### src/rtl/receiver_top_module_pkg.sv
// Shared UART definitions: FSM states, control/status field positions, latched frame config.
package receiver_top_module_pkg;

    localparam int unsigned OVERSAMPLE_DEFAULT = 16;

    // Control register fields (shared with the transmitter)
    localparam int unsigned CTRL_EN        = 0;
    localparam int unsigned CTRL_BITS_LSB  = 1;
    localparam int unsigned CTRL_PAR       = 5;
    localparam int unsigned CTRL_STOP_LSB  = 6;

    // Status register fields
    localparam int unsigned STAT_READY     = 0;
    localparam int unsigned STAT_PERR      = 1;
    localparam int unsigned STAT_FERR      = 2;
    localparam int unsigned STAT_OVR       = 3;
    localparam int unsigned STAT_BUSY      = 4;

    typedef enum logic [2:0] {
        ST_IDLE   = 3'd0,
        ST_START  = 3'd1,
        ST_DATA   = 3'd2,
        ST_PARITY = 3'd3,
        ST_STOP   = 3'd4,
        ST_STOP2  = 3'd5
    } rx_state_e;

    typedef struct packed {
        logic [2:0] last_idx;   // index of the final data bit (data bits - 1)
        logic       par_en;
        logic       two_stop;
    } rx_cfg_t;

    // Decode the frame format; unsupported data-bit counts fall back to 8
    function automatic rx_cfg_t decode_cfg(input logic [7:0] ctrl);
        rx_cfg_t    cfg;
        logic [3:0] nbits;
        nbits         = ctrl[CTRL_BITS_LSB +: 4];
        cfg.last_idx  = (nbits >= 4'd5 && nbits <= 4'd8) ? 3'(nbits - 4'd1) : 3'd7;
        cfg.par_en    = ctrl[CTRL_PAR];
        cfg.two_stop  = (ctrl[CTRL_STOP_LSB +: 2] == 2'd2);
        return cfg;
    endfunction

endpackage

### src/rtl/uart_baud_tick_gen.sv
// Fractional-accumulator oversampled baud tick generator.
module uart_baud_tick_gen
    import receiver_top_module_pkg::*;
#(
    parameter int unsigned CLK_FREQ   = 100_000_000,
    parameter int unsigned OVERSAMPLE = OVERSAMPLE_DEFAULT
) (
    input  logic        clk,
    input  logic        rst,
    input  logic        clear,
    input  logic [31:0] baud,
    output logic        tick
);

    localparam int unsigned ACC_W = 40;

    logic [ACC_W-1:0] acc_q;
    logic [ACC_W-1:0] inc_c;
    logic [ACC_W-1:0] sum_c;
    logic [ACC_W-1:0] mod_c;

    // Per-clock increment and tentative accumulator value
    always_comb begin
        inc_c = ACC_W'(baud) * ACC_W'(OVERSAMPLE);
        mod_c = ACC_W'(CLK_FREQ);
        sum_c = acc_q + inc_c;
    end

    // Accumulate; wrap modulo CLK_FREQ and emit one tick per wrap
    always_ff @(posedge clk) begin
        if (rst || clear) begin
            acc_q <= '0;
            tick  <= 1'b0;
        end else if (inc_c >= mod_c) begin
            acc_q <= '0;
            tick  <= 1'b1;
        end else if (sum_c >= mod_c) begin
            acc_q <= sum_c - mod_c;
            tick  <= 1'b1;
        end else begin
            acc_q <= sum_c;
            tick  <= 1'b0;
        end
    end

endmodule

### src/rtl/receiver_top_module.sv
// UART receiver: synchroniser, frame FSM, shift register and register-style outputs.
module receiver_top_module
    import receiver_top_module_pkg::*;
#(
    parameter int unsigned CLK_FREQ   = 100_000_000,
    parameter int unsigned OVERSAMPLE = OVERSAMPLE_DEFAULT
) (
    input  logic        clk,
    input  logic        rst,
    input  logic [31:0] Baud_Rate_Holding_Register,
    input  logic [31:0] Receiver_Control,
    input  logic        Data_Read,
    input  logic        RX,
    output logic [31:0] Receiver_Buffer_Register,
    output logic [31:0] Receiver_Status
);

    localparam int unsigned TICK_W = $clog2(OVERSAMPLE);
    localparam int unsigned BIT_W  = 3;
    localparam int unsigned DATA_W = 8;

    logic              rx_meta_q, rx_sync_q, rx_prev_q;
    logic              rx_fall_c, enable_c, sample_c, tick;
    logic [TICK_W-1:0] tick_cnt_q;
    rx_state_e         state_q, state_d;
    rx_cfg_t           cfg_q;
    logic [BIT_W-1:0]  bit_cnt_q;
    logic [DATA_W-1:0] data_q, buf_q;
    logic              par_err_q, frame_err_q;
    logic              start_c, shift_c, parity_c, stop_c, load_c;
    logic              ready_q, perr_q, ferr_q, ovr_q, busy_q;
    logic              unused_ctrl;

    assign unused_ctrl = ^Receiver_Control[31:8];
    assign enable_c    = Receiver_Control[CTRL_EN];
    assign rx_fall_c   = rx_prev_q & ~rx_sync_q;
    assign sample_c    = tick && (tick_cnt_q == TICK_W'(OVERSAMPLE / 2 - 1));

    uart_baud_tick_gen #(
        .CLK_FREQ   (CLK_FREQ),
        .OVERSAMPLE (OVERSAMPLE)
    ) u_tick_gen (
        .clk   (clk),
        .rst   (rst),
        .clear (start_c),
        .baud  (Baud_Rate_Holding_Register),
        .tick  (tick)
    );

    // Two-flop synchroniser plus previous-value flop for edge detection
    always_ff @(posedge clk) begin
        if (rst) begin
            rx_meta_q <= 1'b1;
            rx_sync_q <= 1'b1;
            rx_prev_q <= 1'b1;
        end else begin
            rx_meta_q <= RX;
            rx_sync_q <= rx_meta_q;
            rx_prev_q <= rx_sync_q;
        end
    end

    // Oversample tick counter, phase-aligned to the start edge
    always_ff @(posedge clk) begin
        if (rst || start_c) begin
            tick_cnt_q <= '0;
        end else if (tick) begin
            tick_cnt_q <= (tick_cnt_q == TICK_W'(OVERSAMPLE - 1)) ? '0 : tick_cnt_q + TICK_W'(1);
        end
    end

    // FSM state register
    always_ff @(posedge clk) begin
        if (rst) state_q <= ST_IDLE;
        else     state_q <= state_d;
    end

    // FSM next-state logic; dropping enable abandons the frame
    always_comb begin
        state_d = state_q;
        case (state_q)
            ST_IDLE:   if (rx_fall_c) state_d = ST_START;
            ST_START:  if (sample_c) state_d = rx_sync_q ? ST_IDLE : ST_DATA;
            ST_DATA:   if (sample_c && bit_cnt_q == cfg_q.last_idx)
                           state_d = cfg_q.par_en ? ST_PARITY : ST_STOP;
            ST_PARITY: if (sample_c) state_d = ST_STOP;
            ST_STOP:   if (sample_c) state_d = cfg_q.two_stop ? ST_STOP2 : ST_IDLE;
            ST_STOP2:  if (sample_c) state_d = ST_IDLE;
            default:   state_d = ST_IDLE;
        endcase
        if (!enable_c) state_d = ST_IDLE;
    end

    // FSM output strobes for the datapath
    always_comb begin
        start_c  = 1'b0;
        shift_c  = 1'b0;
        parity_c = 1'b0;
        stop_c   = 1'b0;
        load_c   = 1'b0;
        case (state_q)
            ST_IDLE:   start_c  = rx_fall_c;
            ST_DATA:   shift_c  = sample_c;
            ST_PARITY: parity_c = sample_c;
            ST_STOP: begin
                stop_c = sample_c;
                load_c = sample_c & ~cfg_q.two_stop;
            end
            ST_STOP2: begin
                stop_c = sample_c;
                load_c = sample_c;
            end
            default: ;
        endcase
        if (!enable_c) begin
            start_c  = 1'b0;
            shift_c  = 1'b0;
            parity_c = 1'b0;
            stop_c   = 1'b0;
            load_c   = 1'b0;
        end
    end

    // Frame datapath: latched config, bit counter, shift data, error accumulation
    always_ff @(posedge clk) begin
        if (rst) begin
            cfg_q       <= '0;
            bit_cnt_q   <= '0;
            data_q      <= '0;
            par_err_q   <= 1'b0;
            frame_err_q <= 1'b0;
        end else if (start_c) begin
            cfg_q       <= decode_cfg(Receiver_Control[7:0]);
            bit_cnt_q   <= '0;
            data_q      <= '0;
            par_err_q   <= 1'b0;
            frame_err_q <= 1'b0;
        end else begin
            if (shift_c) begin
                data_q[bit_cnt_q] <= rx_sync_q;
                bit_cnt_q         <= bit_cnt_q + BIT_W'(1);
            end
            if (parity_c) par_err_q <= (^data_q) ^ rx_sync_q;
            if (stop_c && !rx_sync_q) frame_err_q <= 1'b1;
        end
    end

    // Output registers: load on frame completion, Data_Read clears ready/overrun
    always_ff @(posedge clk) begin
        if (rst) begin
            buf_q   <= '0;
            ready_q <= 1'b0;
            perr_q  <= 1'b0;
            ferr_q  <= 1'b0;
            ovr_q   <= 1'b0;
            busy_q  <= 1'b0;
        end else begin
            busy_q <= (state_d != ST_IDLE);
            if (load_c) begin
                buf_q   <= data_q;
                ready_q <= 1'b1;
                perr_q  <= par_err_q;
                ferr_q  <= frame_err_q | ~rx_sync_q;
                ovr_q   <= ready_q & ~Data_Read;
            end else if (Data_Read) begin
                ready_q <= 1'b0;
                ovr_q   <= 1'b0;
            end
        end
    end

    // Register-style output assembly
    always_comb begin
        Receiver_Buffer_Register             = 32'(buf_q);
        Receiver_Status                      = '0;
        Receiver_Status[STAT_READY]          = ready_q;
        Receiver_Status[STAT_PERR]           = perr_q;
        Receiver_Status[STAT_FERR]           = ferr_q;
        Receiver_Status[STAT_OVR]            = ovr_q;
        Receiver_Status[STAT_BUSY]           = busy_q;
    end

endmodule
### config.mk
export PLATFORM = sky130hd
export DESIGN_NAME = receiver_top_module
export DESIGN_NICKNAME = d
export VERILOG_FILES = /design/src/rtl/receiver_top_module_pkg.sv /design/src/rtl/uart_baud_tick_gen.sv /design/src/rtl/receiver_top_module.sv
export SDC_FILE = /design/constraint.sdc
export NUM_CORES = 1
export LEC_CHECK = 0
export ABC_AREA = 1
export CORE_ASPECT_RATIO = 0.7
export CORE_MARGIN = 2
export CORE_UTILIZATION = 35
export DETAILED_ROUTE_END_ITERATION = 7
export PLACE_DENSITY = 0.57
export SYNTH_ARGS = -nofsm -noshare
export SYNTH_HDL_FRONTEND = slang
export SYNTH_SLANG_ARGS = --single-unit
### constraint.sdc
create_clock -name clk -period 5.4 [get_ports clk]
set_clock_uncertainty 0.15 [all_clocks]
set_input_delay 0.54 -clock clk [delete_from_list [all_inputs] [get_ports clk]]
set_output_delay 0.54 -clock clk [all_outputs]
set_load 0.005 [all_outputs]
==> results of run 1 <==
## kinds of logic (layout without fill, tap and decap cells)
| group | count (synthesis) | after routing | share of synthesized area, % |
|---|---|---|---|
| simple gates | 806 | 806 | 44.5 |
| buf+inv | 306 | 309 | 18.5 |
| compound gates | 110 | 110 | 8.48 |
| flops | 78 | 78 | 20.5 |
| fa+ha+maj | 39 | 39 | 6.51 |
| xor+xnor | 10 | 10 | 1.15 |
| mux | 2 | 2 | 0.279 |
| other cells | 1 | 51 | 0.0492 |
## critical path, delay by kind of cell
family / cells / cell delay [ps]
AOI/OAI and AO/OA: 2 / 200
adders and majority gates: 3 / 910
buffers and inverters: 3 / 780
and+or+nand+nor: 10 / 1970
## where the power goes
| part | switching [mW] | internal (mW) |
|---|---|---|
| logic | 0.134 | 0.0770 |
| clock network | 0.303 | 0.329 |
| registers | 0.00382 | 0.579 |
| total | 0.441 | 0.985 |
## registers in the layout, summed over array words and instances, names as in the netlist, 3 cells and up
signal,cells
state_q,3
bit_cnt_q,3
u_tick_gen.acc_q,36
buf_q,8
data_q,8
tick_cnt_q,4
cfg_q,5
## worst paths after layout
kind	startpoint	end	slack, ps	cells after the start
worst min-delay path	rx_meta_q	rx_sync_q	290	1
worst max register to register	u_tick_gen.acc_q[4]	u_tick_gen.acc_q[20]	1410	17
worst max-delay path	Baud_Rate_Holding_Register[0]	u_tick_gen.acc_q[20]	1060	18
worst min register to register	rx_meta_q	rx_sync_q	290	1
## through the flow
step	instance area [µm²]	setup slack, ps	hold slack [ps]	utilization [%]	instances
floorplan	7800	2290	239	-	1402
global placement	8230	969	258	38.2	1671
detailed placement	8230	922	266	38.2	1671
CTS	8530	1270	283	39.6	1687
global route	8530	836	314	39.6	1687
finish	8530	1060	285	39.6	1687
## Yosys cell counts (2+ instances only)
master    instances
and2_1            4
xor2_1            5
ha_1             38
buf_4            57
buf_2             3
a21oi_2           2
nand3_1          91
xnor2_1           5
nand3_2           2
nor3_1           25
nand4_1          13
and3_1            2
inv_1           229
nand2_1         447
a211oi_1         13
o21ai_1           2
or2_2             4
o22ai_1           3
a21oi_1          58
nor2_1          166
o21bai_1          5
nand2_2          25
buf_6             6
nor2_2           14
a31oi_1           8
o21ai_0          11
dfxtp_1          78
clkbuf_1          7
nand3b_1          7
inv_2             3
a311oi_1          3
## routing by layer
| metal | global-route usage, % | up-vias |
|---|---|---|
| met2 | 26.7 | 273 |
| met1 | 30.0 | 3543 |
| li1 | - | 4181 |
| met5 | 0 | - |
| met3 | 3.91 | 21 |
| met4 | 3.98 | 0 |
## area by class of cell
type,count,area [µm²]
multi-input cells,1018,4830
inverters,233,875
fillers,2387,13000
well taps,282,353
flip-flops and latches,78,1560
clock buffers,9,225
clock inverters,7,75.1
repair buffers,60,603
==> metrics.yaml, run 1 <==
clock_tree:
  clockRootBuffer: "clkbuf_16"
  path_clk_slew_ps: 70
  clockBufferDepth: 2
  worstSkewPairLatency_ps: 360
  htreeDepth: 3
  cts_hold_buf: 0
  post_cts_resized: 0
  cts_buffers: 9
  cts_tree: "done"
  clock_sinks: 78
  postCtsSetupRepairBufs: 0
grt:
  grt_pass1_vias: 6890
  grt_pass1_wl_um: 35000
  grt_antenna_before_repair: 0
  grtUsageTotal_pct: 19.2
  overflow: 0
  grt_max_degree: 45
synthesis:
  ys_seq_area_share_pct: 20.5
  ys_warn_count: 0
  synth_area_per_cell_um2: 5.63
  yosys.area.top_type: "nand2_1"
  synth_ff_type: "dfxtp_1"
  synth_edf_count: 0
  ys_types: 47
  synth_area_leaders: "nand2_1 (22%), dfxtp_1 (21%), inv_1 (11%), nor2_1 (8.2%), ha_1 (6.2%)"
  ys_async_sr_fraction_pct: 0
  synth_top_area_share_pct: 22.0
  syn_area_mm2: 0.00762
  ys_ff_latch: 78
  synthesis.instances: 1352
power_and_ir_drop:
  ir_worst_vdd_mv: 0.118
  p_leak_nw: 4.42
  total_power_mw: 1.43
  power.density_mw_per_mm2: 167
route:
  dr.pass1.iters: 6
  num_vias: 8018
  top_layer: "met4"
  drt-met1-wl_um: 12000
  avgRoutedWirePerCell_um: 13.2
  drtIter0Drc: 736
  totalWireLength_um: 22300
  viasPerCell: 4.75
  wl_met2_um: 8250
  dr_wl_met3_um: 1760
  drtAntennaViolNets: 0
  drc: 0
status:
  status: "finished, final reports clean"
die:
  dieArea_mm2: 0.0230
  core_mm2: 0.0215
  die_y_um: 127
  die-width_um: 180
  io_pins: 132
  initial_core_util_pct: 35.4
  rows: 45
sta:
  fin_crit_ps: 4340
  tightest_slew_ps: 924
  finalSetupViolations: 0
  max_clock_freq_mhz: 231
  fin_crit_sh_pct: 80.3
  slew_viol_final: 0
  hold_violations: 0
  final.setup.tns_ps: 0
  rsz0062_at_grt: "no"
  max_slew_margin_pct: 37.7
worst_setup_path:
  arrival_ps: 4420
  path_cells: "clkdlybuf4s50_1 > ha_1 > fa_1 > nand3_1 > nand3_1 > nand2_1 > nand2_1 > inv_1 > ha_1 > nand4_1 > nor3_1 > nand4_1 > nor2_1 > o21ai_1 > nand2_2 > buf_12 > a21oi_1 > nor2_1"
  endpoint_kind: "register"
  crit_path_max_incr_delay_ps: 490
  critPathRequiredTime_ps: 5480
  critPathLaunchType: "input pin"
  critPathKind: "in2reg"
  crit_fanout: 44
  critPathSlowestCell: "fa_1"
finish:
  layout_common_cells: "nand2_1 (447), inv_1 (229), nor2_1 (165), nand3_1 (91), dfxtp_1 (78)"
  synthToLayoutAreaGrowth_pct: 11.9
  final_common_cell: "nand2_1"
  fin_nets: 1507
  drive_gt1_share_pct: 5.27
  antenna_cells: 0
placement:
  gp_congestion: 0.968
  portBuffers: 56
  hpwl_um: 18300
run:
  drv_cap: 0
worst_hold_path:
  hp-class: "reg2reg"
Power figures use the tool's default switching activity.
==> run 2: changes to the inputs <==
--- a/config.mk
+++ b/config.mk
@@ -10,7 +10,7 @@
 export CORE_MARGIN = 2
 export CORE_UTILIZATION = 35
 export DETAILED_ROUTE_END_ITERATION = 7
-export PLACE_DENSITY = 0.57
+export PLACE_DENSITY = 0.59
 export SYNTH_ARGS = -nofsm -noshare
 export SYNTH_HDL_FRONTEND = slang
 export SYNTH_SLANG_ARGS = --single-unit
==> constraint.sdc (replaced) <==
create_clock -name clk -period 3.92 [get_ports clk]
set_clock_uncertainty 0.15 [all_clocks]
set_input_delay 0.392 -clock clk [delete_from_list [all_inputs] [get_ports clk]]
set_output_delay 0.392 -clock clk [all_outputs]
set_load 0.005 [all_outputs]
==> metrics.yaml, run 2 (synthesized netlist as in run 1, its figures left out) <==
worst_setup_path:
  crit_path_max_incr_delay_ps: 470
  critPathRequiredTime_ps: 4000
  endpoint_kind: "register"
  crit_fanout: 18
  path_cells: "clkdlybuf4s50_1 > ha_1 > fa_1 > nand3_1 > nand3_1 > nand3_1 > nand3_1 > nand2_1 > nand2_1 > nand2_1 > nand2_1 > nor2_1 > nand2_1 > inv_1 > nand2_1 > nor2_2 > nand2_2 > buf_12 > nand3_1 > nand2_1 > nor2_1"
  cp.buffers_inverters: 3
  critPathSlowestCell: "fa_1"
  cp_common_cell: "nand2_1"
  arrival_ps: 3730
  cp_top_family: "simple AND/OR/NAND/NOR gates"
  critPathLaunchType: "input pin"
  critPathKind: "in2reg"
route:
  dr.pass1.iters: 5
  drc: 0
  num_vias: 8064
  drtIter0Drc: 611
  viasPerCell: 4.66
  totalWireLength_um: 22300
  drtAntennaViolNets: 0
  avgRoutedWirePerCell_um: 12.9
clock_tree:
  clockRootBuffer: "clkbuf_16"
  cts_tree: "done"
  htreeDepth: 3
  cts_hold_buf: 0
  clock_sinks: 78
  post_cts_resized: 0
  path_clk_slew_ps: 70
  postCtsSetupRepairBufs: 0
  cts_buffers: 9
  clockBufferDepth: 2
  worstSkewPairLatency_ps: 350
sta:
  fin_crit_sh_pct: 93.1
  tightest_slew_ps: 878
  fin_crit_ps: 3650
  max_slew_margin_pct: 40.8
  final.setup.tns_ps: 0
  finalSetupViolations: 0
  rsz0062_at_grt: "no"
  max_clock_freq_mhz: 274
  hold_violations: 0
  slew_viol_final: 0
power_and_ir_drop:
  power.density_mw_per_mm2: 229
  ir_worst_vdd_mv: 0.173
  p_leak_nw: 4.63
die:
  die-width_um: 180
  initial_core_util_pct: 35.4
  core_mm2: 0.0215
  die_y_um: 127
  rows: 45
  io_pins: 132
  dieArea_mm2: 0.0230
finish:
  top_regs: "u_tick_gen.acc_q x36, buf_q x8, data_q x8"
  drive_gt1_share_pct: 7.88
  largest_reg_flops: 36
  fin_nets: 1548
  synthToLayoutAreaGrowth_pct: 16.3
  final_common_cell: "nand2_1"
  layout_common_cells: "nand2_1 (447), inv_1 (229), nor2_1 (165), nand3_1 (91), dfxtp_1 (78)"
  finalInstanceArea_mm2: 0.00886
  largest-register: "u_tick_gen.acc_q"
placement:
  hpwl_um: 18700
  postPlaceCellArea_mm2: 0.00855
  gp_congestion: 0.967
  portBuffers: 56
grt:
  grt_pass1_wl_um: 35400
  grt_antenna_before_repair: 0
  overflow: 0
  grtUsageTotal_pct: 19.6
  grt_pass1_vias: 7002
  grt_max_degree: 33
worst_hold_path:
  hp-class: "reg2reg"
run:
  drv_cap: 0
status:
  status: "finished, final reports clean"
[run 2: final cells by class]
cell class | instances | area (µm²)
repair buffers | 101 | 923
multi-input cells | 1018 | 4830
inverters | 233 | 875
flip-flops and latches | 78 | 1560
fillers | 2378 | 12700
well taps | 282 | 353
diodes | 1 | 2.50
clock inverters | 5 | 65.1
clock buffers | 11 | 243
[run 2: worst paths after layout]
kind / cells after the start / start / slack [ps] / end
worst min-delay path: 1 / rx_meta_q / 260 / rx_sync_q
worst min register to register: 1 / rx_meta_q / 260 / rx_sync_q
worst max-delay path: 21 / Baud_Rate_Holding_Register[0] / 270 / u_tick_gen.acc_q[30]
worst max register to register: 20 / u_tick_gen.acc_q[4] / 440 / u_tick_gen.acc_q[30]
[run 2: report_power, final]
part / total (mW) / internal, mW / switching, mW
registers: 0.803 / 0.798 / 0.00494
clock network: 0.915 / 0.521 / 0.394
logic: 0.311 / 0.123 / 0.189
[run 2: per-layer routing]
| metal | part of all wire (%) | GRT usage (%) | up-vias |
|---|---|---|---|
| met2 | 36 | 26.4 | 283 |
| met4 | 1.4 | 4.93 | 0 |
| met5 | 0 | 0 | - |
| li1 | - | - | 4268 |
| met3 | 8.9 | 3.65 | 24 |
| met1 | 54 | 31.2 | 3489 |
[run 2: per-stage QoR]
step                cells  worst slack [ps]  total power, mW  utilization [%]  hold slack, ps
finish               1729               270             2.03             41.2             259
global route         1728              27.7             2.12             41.2             312
CTS                  1728               378             2.05             41.2             260
detailed placement   1712              8.74             1.13             39.7             245
global placement     1712              26.9             1.12             39.7             247
floorplan            1402               955             1.04                -             239
